`config.mk`:
```
export PLATFORM = sky130hd
export DESIGN_NAME = bus_matrix_firewall
export DESIGN_NICKNAME = d
export VERILOG_FILES = /design/src/rtl/bus_matrix_firewall.sv
export SDC_FILE = /design/constraint.sdc
export NUM_CORES = 2
export LEC_CHECK = 0
export ABC_CLOCK_PERIOD_IN_PS = 7600
export BUFFER_PORTS_ARGS = -buffer_cell sky130_fd_sc_hd__buf_2
export CORE_MARGIN = 2
export CORE_UTILIZATION = 45
export DETAILED_ROUTE_END_ITERATION = 7
export PLACE_DENSITY = 0.74
export REMOVE_ABC_BUFFERS = 1
export SETUP_SLACK_MARGIN = 0.2
export SLEW_MARGIN = 20
export SYNTH_ARGS = -nofsm -noshare
export SYNTH_HDL_FRONTEND = slang
export SYNTH_SLANG_ARGS = --single-unit
```
`constraint.sdc`:
```
create_clock -name clk_i -period 7.6 [get_ports clk_i]
set_clock_uncertainty 0.2 [all_clocks]
set_input_delay 0.38 -clock clk_i [delete_from_list [all_inputs] [get_ports clk_i]]
set_output_delay 0.38 -clock clk_i [all_outputs]
set_load 0.02 [all_outputs]
```
`src/rtl/bus_matrix_firewall.sv`:
```
// Programmable address decoder and security firewall for one bus-matrix master port.
// Region hits are evaluated in parallel; the lowest-index hit owns the access attributes.

module bus_matrix_firewall_region #(
  parameter int ADDR_WIDTH = 32
) (
  input  logic                  enable,
  input  logic [ADDR_WIDTH-1:0] start_addr,
  input  logic [ADDR_WIDTH-1:0] end_addr,
  input  logic [ADDR_WIDTH-1:0] addr,
  output logic                  hit
);
  // An inverted window (start > end) can never satisfy both bounds.
  assign hit = enable && (addr >= start_addr) && (addr <= end_addr);
endmodule

module bus_matrix_firewall #(
  parameter int M_SLAVES   = 4,
  parameter int ADDR_WIDTH = 32,
  parameter int N_REGIONS  = 8,
  localparam int SIDX_W    = (M_SLAVES > 1) ? $clog2(M_SLAVES) : 1,
  localparam int RIDX_W    = (N_REGIONS > 1) ? $clog2(N_REGIONS) : 1,
  localparam int RW        = 2*ADDR_WIDTH + SIDX_W + 3,
  parameter logic [N_REGIONS*RW-1:0] RESET_MAP_FLAT = '0,
  parameter bit USE_DEFAULT_SLAVE   = 1'b0,
  parameter int DEFAULT_SLAVE_INDEX = 0
) (
  input  logic                  clk_i,
  input  logic                  rst_ni,
  input  logic                  req_valid_i,
  output logic                  req_ready_o,
  input  logic [ADDR_WIDTH-1:0] req_addr_i,
  input  logic                  req_secure_i,
  input  logic                  req_write_i,
  output logic                  dec_valid_o,
  input  logic                  dec_ready_i,
  output logic [M_SLAVES-1:0]   dec_slave_sel_o,
  output logic                  dec_error_o,
  output logic                  sec_error_o,
  output logic                  prot_error_o,
  input  logic                  cfg_we_i,
  input  logic [RIDX_W-1:0]     cfg_region_i,
  input  logic [RW-1:0]         cfg_wdata_i,
  output logic [RW-1:0]         cfg_rdata_o,
  input  logic                  cfg_lock_i,
  output logic                  cfg_locked_o,
  output logic                  cfg_err_o,
  output logic                  fault_valid_o,
  output logic                  fault_overflow_o,
  output logic [ADDR_WIDTH-1:0] fault_addr_o,
  output logic [1:0]            fault_type_o,
  output logic                  fault_secure_o,
  output logic                  fault_write_o,
  input  logic                  fault_clr_i
);

  typedef struct packed {
    logic [ADDR_WIDTH-1:0] start_addr;
    logic [ADDR_WIDTH-1:0] end_addr;
    logic [SIDX_W-1:0]     slave;
    logic                  write_allowed;
    logic                  secure;
    logic                  enable;
  } region_t;

  typedef struct packed {
    logic [M_SLAVES-1:0] sel;
    logic                dec_err;
    logic                sec_err;
    logic                prot_err;
  } dec_rsp_t;

  region_t [N_REGIONS-1:0] map;
  logic    [N_REGIONS-1:0] hit;

  for (genvar r = 0; r < N_REGIONS; r++) begin : g_rgn
    bus_matrix_firewall_region #(.ADDR_WIDTH(ADDR_WIDTH)) u_rgn (
      .enable     (map[r].enable),
      .start_addr (map[r].start_addr),
      .end_addr   (map[r].end_addr),
      .addr       (req_addr_i),
      .hit        (hit[r])
    );
  end

  logic              hit_any;
  logic              win_secure;
  logic              win_wa;
  logic [SIDX_W-1:0] win_slave;

  // Walk high to low so the lowest-index hit is the last one written.
  always_comb begin
    hit_any    = 1'b0;
    win_secure = 1'b0;
    win_wa     = 1'b0;
    win_slave  = '0;
    for (int r = N_REGIONS-1; r >= 0; r--) begin
      if (hit[r]) begin
        hit_any    = 1'b1;
        win_secure = map[r].secure;
        win_wa     = map[r].write_allowed;
        win_slave  = map[r].slave;
      end
    end
  end

  dec_rsp_t rsp_d;

  always_comb begin
    rsp_d = '0;
    if (hit_any) begin
      if (win_secure && !req_secure_i)    rsp_d.sec_err  = 1'b1;
      else if (req_write_i && !win_wa)    rsp_d.prot_err = 1'b1;
      else                                rsp_d.sel      = M_SLAVES'(1) << win_slave;
    end else if (USE_DEFAULT_SLAVE) begin
      rsp_d.sel[DEFAULT_SLAVE_INDEX] = 1'b1;
    end else begin
      rsp_d.dec_err = 1'b1;
    end
  end

  logic       accept;
  logic       new_fault;
  logic [1:0] fault_type_d;

  assign req_ready_o  = !dec_valid_o || dec_ready_i;
  assign accept       = req_valid_i && req_ready_o;
  assign new_fault    = accept && (rsp_d.dec_err || rsp_d.sec_err || rsp_d.prot_err);
  assign fault_type_d = rsp_d.dec_err ? 2'b01 : (rsp_d.sec_err ? 2'b10 : 2'b11);

  dec_rsp_t rsp_q;

  assign dec_slave_sel_o = rsp_q.sel;
  assign dec_error_o     = rsp_q.dec_err;
  assign sec_error_o     = rsp_q.sec_err;
  assign prot_error_o    = rsp_q.prot_err;

  always_ff @(posedge clk_i or negedge rst_ni) begin
    if (!rst_ni) begin
      dec_valid_o      <= 1'b0;
      rsp_q            <= '0;
      fault_valid_o    <= 1'b0;
      fault_overflow_o <= 1'b0;
      fault_addr_o     <= '0;
      fault_type_o     <= 2'b00;
      fault_secure_o   <= 1'b0;
      fault_write_o    <= 1'b0;
    end else begin
      if (req_ready_o) begin
        dec_valid_o <= req_valid_i;
        rsp_q       <= req_valid_i ? rsp_d : '0;
      end
      // A clear in the same cycle as a new fault frees the slot for that fault.
      if (new_fault) begin
        if (!fault_valid_o || fault_clr_i) begin
          fault_valid_o    <= 1'b1;
          fault_overflow_o <= 1'b0;
          fault_addr_o     <= req_addr_i;
          fault_type_o     <= fault_type_d;
          fault_secure_o   <= req_secure_i;
          fault_write_o    <= req_write_i;
        end else begin
          fault_overflow_o <= 1'b1;
        end
      end else if (fault_clr_i) begin
        fault_valid_o    <= 1'b0;
        fault_overflow_o <= 1'b0;
      end
    end
  end

  logic cfg_in_range;
  logic cfg_wr_ok;

  assign cfg_in_range = ({1'b0, cfg_region_i} < (RIDX_W+1)'(N_REGIONS));
  assign cfg_wr_ok    = cfg_we_i && !cfg_locked_o && cfg_in_range;

  always_ff @(posedge clk_i or negedge rst_ni) begin
    if (!rst_ni) begin
      map          <= RESET_MAP_FLAT;
      cfg_locked_o <= 1'b0;
      cfg_err_o    <= 1'b0;
    end else begin
      cfg_err_o <= cfg_we_i && !cfg_wr_ok;
      if (cfg_lock_i) cfg_locked_o <= 1'b1;
      for (int r = 0; r < N_REGIONS; r++) begin
        if (cfg_wr_ok && (cfg_region_i == RIDX_W'(r))) map[r] <= cfg_wdata_i;
      end
    end
  end

  always_comb begin
    cfg_rdata_o = '0;
    for (int r = 0; r < N_REGIONS; r++) begin
      if (cfg_region_i == RIDX_W'(r)) cfg_rdata_o = map[r];
    end
  end

endmodule
```
* After elaboration in Yosys (flattened, before gate mapping) *
Cells that the tools add are included.

word-level totals
  flip-flop bits (word level) = 600
  input port bits = 113
  output and inout port bits = 118
  logic and storage cells = 186

cells by class
  magnitude comparators = 16
  equality and inequality tests = 8
  shift operators = 1
  muxes and demuxes = 56
  reductions and logical operators = 44

operators with widths
  operator             count
  $mux 69              8
  $ge 32x32->1         8
  $le 32x32->1         8
  $mux 1               34
  $logic_and 1x1->1    30
  $mux 2               10
  $eq 3x3->1 const B   4
  $mux 4               3
  $mux 7               1
  $eq 3x2->1 const B   2
  $logic_not 1->1      6
  $logic_or 1x1->1     4
  $reduce_and 2->1     2
  $shl 1x2->4 const A  1
  $eq 3x1->1 const B   1
  $logic_not 3->1      1
  $ne 2x1->1 const B   1
  $reduce_bool 2->1    1

* Logic depth before layout (Yosys ltp) *
  word-level depth = 21
  mapped depth = 15
  depth with buffers taken out = 13

* Cells and area by module *
From an unflattened synthesis, not the netlist that was laid out.

unflattened totals
  cells, all modules = 3,824
  area, all modules = 40,192.3 µm²

by module, submodules not included
  module                                           instances  cells an instance  area each (µm²)  sequential area each (µm²)
  bus_matrix_firewall                              1          2,040              27,355.0         15,014.4
  bus_matrix_firewall_region (g_rgn[0].u_rgn ...)  7          223                1,604.0          0.0
  bus_matrix_firewall_region (g_rgn[1].u_rgn)      1          223                1,609.0          0.0

* Worst setup path before layout *
Ideal clock, no wire load.

  path kind = input to register
  start = input req_addr_i[15]
  end = register fault_addr_o[10]
  library setup time = 0.125 ns
  data arrival time = 3.563 ns
  required time = 7.275 ns
  setup slack = 3.712 ns
  stages on the path = 13
  buffers on the path = 1
  cell sequence = ha_1 -> a21oi_2 -> o21ai_1 -> a221o_1 -> or4_4 -> o221ai_2 -> a21oi_2 -> a21o_1 -> o31ai_1 -> o2111ai_2 -> a31oi_4 -> buf_12 -> mux2_4

between the ends
  word-level cells in the longest chain between the ends = 19
  elaborated cells between the ends (all ways) = 68
  those cells by class = 16 x order compare; 29 x mux; 23 x reduce/logical

RTL lines
  what                                   line  RTL
  start, declared                        32    input logic [ADDR_WIDTH-1:0] req_addr_i,
  $ge 32x32->1                           14    assign hit = enable && (addr >= start_addr) && (addr <= end_addr);
  $logic_and 1x1->1 (2 in series)        14
  $mux 1 (8 in series)                   98    if (hit[r]) begin
  $logic_not 1->1                        113   else if (req_write_i && !win_wa) rsp_d.prot_err = 1'b1;
  $logic_and 1x1->1                      113
  $mux 1                                 113
  $mux 1                                 112   if (win_secure && !req_secure_i) rsp_d.sec_err = 1'b1;
  $mux 2                                 111   if (hit_any) begin
  $logic_or 1x1->1 (*)                   128   assign new_fault = accept && (rsp_d.dec_err || rsp_d.sec_err || rsp_d.prot_err);
  $logic_and 1x1->1 (*)                  128
  $reduce_and 2->1 (no source line) (*)  --
  end signal, assigned                   158   fault_addr_o <= req_addr_i;
  end, declared                          50    output logic [ADDR_WIDTH-1:0] fault_addr_o,

Mark *: on every way between the ends. The rest lies on a longest branch, timed or not.
A chain may end at the register's enable or synchronous reset.

* Worst setup path in the final report *
  start = input req_addr_i[0]
  end = register fault_addr_o[0]

between the ends
  word-level cells in the longest chain between the ends = 19
  elaborated cells between the ends (all ways) = 68
  those cells by class = 16 x order compare; 29 x mux; 23 x reduce/logical

RTL lines
  what                               line
  $ge 32x32->1                       14
  $logic_and 1x1->1 (2 in series)    14
  $mux 1 (8 in series)               98
  $logic_not 1->1                    113
  $logic_and 1x1->1                  113
  $mux 1                             113
  $mux 1                             112
  $mux 2                             111
  $logic_or 1x1->1                   128
  $logic_and 1x1->1                  128
  $reduce_and 2->1 (no source line)  --

Parallel ways exist; a longest one is shown, timed or not.

==> qor.csv <==
stage,metric,value,unit
outcome,status,"complete, no violations",
layout,n_diodes,0,
clock_network,clk sinks,600,
sta,# setup viols final,0,
synth,Synth cell types,81,
global_routing,largest net degree at the start of global routing,172,
layout,nets@finish,4859,
routing,Vias,33000,
routing,drt via density,6.07,
sta,relative slew slack,0.212,
layout,fill cell count,7698,
routing,WL/cell,25.0,um
floorplanning,chip width,299,um
worst_hold_path,Worst Hold Class,in2async,
global_routing,number of global-route vias before repair,32500,
sta,min cycle time layout,5.51,ns
setup_path,Worst setup EP type,register,
power,Leak,21.3,nW
routing,# DRC,0,
synth,Netlist Area Pre-Place,0.0391,sq mm
clock_network,Worst-path clk slew,0.06,ns
sta,Fin Setup TNS,0,ns
clock_network,post-CTS sizing,0,
global_routing,GRT overflow,0,
layout,share of layout cells above drive strength 1,0.202,
routing,"antenna viol nets, final",0,
routing,Routed WL,136000,um
floorplanning,die outline area,0.0892,sq mm
clock_network,CTS tree,built,
setup_path,CP max FO,19,
setup_path,CP arrival,5.84,ns
clock_network,CTS Buf Count,73,
layout,Syn-to-layout area delta,14.6,%
synth,Yosys warnings,0,
power,maximum VDD drop,0.000184,V
clock_network,clock latency on the worst-skew pair,0.66,ns
routing,initial drt markers,3483,
placement,Final HPWL DP,95400,um
synth,Gate Count Post-Synth,3960,
layout,Final Instance Area,0.0448,sq mm
synth,Synth Flop Type,dfrtp_1,
sta,final hold vios,0,
sta,Tcrit/Tclk final,0.725,
synth,ys async rst share,1.00,
floorplanning,# rows,108,
layout,"most common cell after layout, fill and taps aside",dfrtp_1,
synth,post-synthesis register bit count,600,
floorplanning,Boundary Pins,231,
synth,mean area per synthesized cell,9.87,sq um
layout,area of the multi-input gates,0.0215,sq mm
placement,number of port buffers,230,
sta,unrepaired setup endpoints after global routing,false,
power,Cell Pwr Density,194,mW/mm^2
floorplanning,Initial Util,0.452,
global_routing,global-route wire length before repair,204000,um
setup_path,"Req. time, crit path",7.93,ns
layout,most frequent cells in the layout,"dfrtp_1 (600), inv_1 (525), ha_1 (512)",
global_routing,antenna violations before repair,6,
clock_network,Root Driver,clkbuf_16,
sta,Max Clk Rate,0.182,GHz
layout,Register Area,0.0150,sq mm
run,total of max-cap violations,0,
setup_path,critical path type,in2reg,
routing,TritonRoute pass-1 iters,8,
sta,Pins Over Slew Limit,0,
global_routing,gr usage total,0.303,
floorplanning,core region area,0.0863,sq mm
synth,sequential fraction of the synthesis area,0.384,
synth,Post-synth EDFFs,0,
clock_network,H-tree Lvls,3,
clock_network,clock buffer depth,3,
placement,Post-DP Area,0.0416,sq mm
placement,GP Congestion,0.995,
setup_path,crit path launch type,input port,
floorplanning,die height,299,um
sta,worst slew pin tran,1.17,ns
[Yosys cell counts (all sizes together), types with 7 or more instances]
| cell | count | area, sq um |
|---|---|---|
| a2111oi | 8 | 70.1 |
| a211o | 10 | 87.6 |
| a211oi | 21 | 158 |
| a21boi | 7 | 52.6 |
| a21o | 26 | 195 |
| a21oi | 237 | 1200 |
| a221o | 8 | 80.1 |
| a221oi | 17 | 149 |
| a22oi | 37 | 278 |
| a31oi | 9 | 71.3 |
| and4 | 16 | 141 |
| buf | 53 | 248 |
| clkbuf | 103 | 387 |
| dfrtp | 600 | 15000 |
| ha | 512 | 6410 |
| inv | 526 | 1970 |
| mux2 | 401 | 4620 |
| mux2i | 49 | 490 |
| mux4 | 44 | 991 |
| nand2 | 395 | 1480 |
| nand2b | 13 | 81.3 |
| nand3 | 52 | 260 |
| nand4 | 78 | 488 |
| nor2 | 117 | 439 |
| nor2b | 10 | 62.6 |
| nor3 | 25 | 130 |
| nor4 | 14 | 87.6 |
| o211ai | 15 | 113 |
| o21a | 10 | 75.1 |
| o21ai | 404 | 2020 |
| o221ai | 43 | 383 |
| o22ai | 15 | 93.8 |
| o31ai | 9 | 67.6 |
[metal layers]
layer,wire length (um),part of all wire,global-route usage
met3,13400,0.098,0.0668
met2,60500,0.44,0.469
met5,75,0.00055,0
met1,55300,0.41,0.407
met4,6810,0.050,0.137
[final cells by class]
type | instances | share of cell area
timing repair buffer | 355 | 0.0531
tap | 1155 | 0.0323
clock buffer | 103 | 0.0463
inverter | 527 | 0.0442
sequential | 600 | 0.335
multi-input combinational | 2677 | 0.481
clock inverter | 24 | 0.00752
[kinds of logic (layout without fill, tap and decap cells)]
kind of cell | Yosys count | count (layout) | share of synthesized area
compound gates | 922 | 922 | 0.142
simple gates | 749 | 749 | 0.0867
buf+inv | 683 | 1009 | 0.0669
flops | 600 | 600 | 0.384
fa+ha+maj | 512 | 512 | 0.164
mux | 494 | 494 | 0.156
[state kept, by name, indices dropped and copies added (netlist names)]
signal / count
cfg_err_o: 1
fault_overflow_o: 1
dec_valid_o: 1
sec_error_o: 1
cfg_locked_o: 1
fault_write_o: 1
fault_type_o: 2
prot_error_o: 1
dec_error_o: 1
dec_slave_sel_o: 4
map: 552
fault_secure_o: 1
fault_valid_o: 1
fault_addr_o: 32
[worst paths after layout]
kind,start,end,slack (ns),depth (start not counted)
worst max register to register,map[377],fault_addr_o[0],2.65,14
worst min register to register,prot_error_o,prot_error_o,0.28,2
worst max-delay path,req_addr_i[0],fault_addr_o[0],2.09,16
worst min-delay path,rst_ni,fault_addr_o[2],0.07,2
min in group clk_i,req_addr_i[9],fault_addr_o[9],0.16,2
max in group asynchronous,rst_ni,map[271],5.72,3
[critical path, cell delays in order]
cell	delay, ns
dlygate4sd3_1	0.54
buf_2	0.13
inv_1	0.57
ha_1	0.35
nor3b_1	0.22
o21bai_1	0.11
a21oi_1	0.26
o21ai_0	0.25
a211oi_1	0.97
nor2_1	0.25
a211o_1	0.35
a31oi_1	0.22
a32oi_4	0.19
a31oi_4	0.21
buf_4	0.39
mux2_2	0.38
[per-stage QoR]
step           instances  hold WS (ns)  worst slack [ns]  total power, mW   util
6_report            5441        0.0654              2.09             8.67  0.518
5_1_grt             5441         0.111              2.03             8.98  0.518
4_1_cts             5441        0.0741              2.28             8.67  0.518
3_5_place_dp        5235         0.153              2.18             5.06  0.481
3_3_place_gp        5234         0.151              2.32             5.02  0.481
2_1_floorplan       3804        -0.116              1.09             4.36      -
[timing repair]
| action | in CTS | in global routing |
|---|---|---|
| hold buffers | 79 | 0 |
| endpoints found under the setup margin | 0 | 0 |
| endpoints found under the hold margin | 617 | 0 |
| setup buffers | 0 | 0 |
[power by group]
group          switching (mW)  leakage, nW  total, mW  internal (mW)
sequential              0.113         7.35       3.49           3.37
clock                    1.48         1.17       3.59           2.11
combinational            1.00         12.8       1.59          0.582
Power figures use the tool's default switching activity.
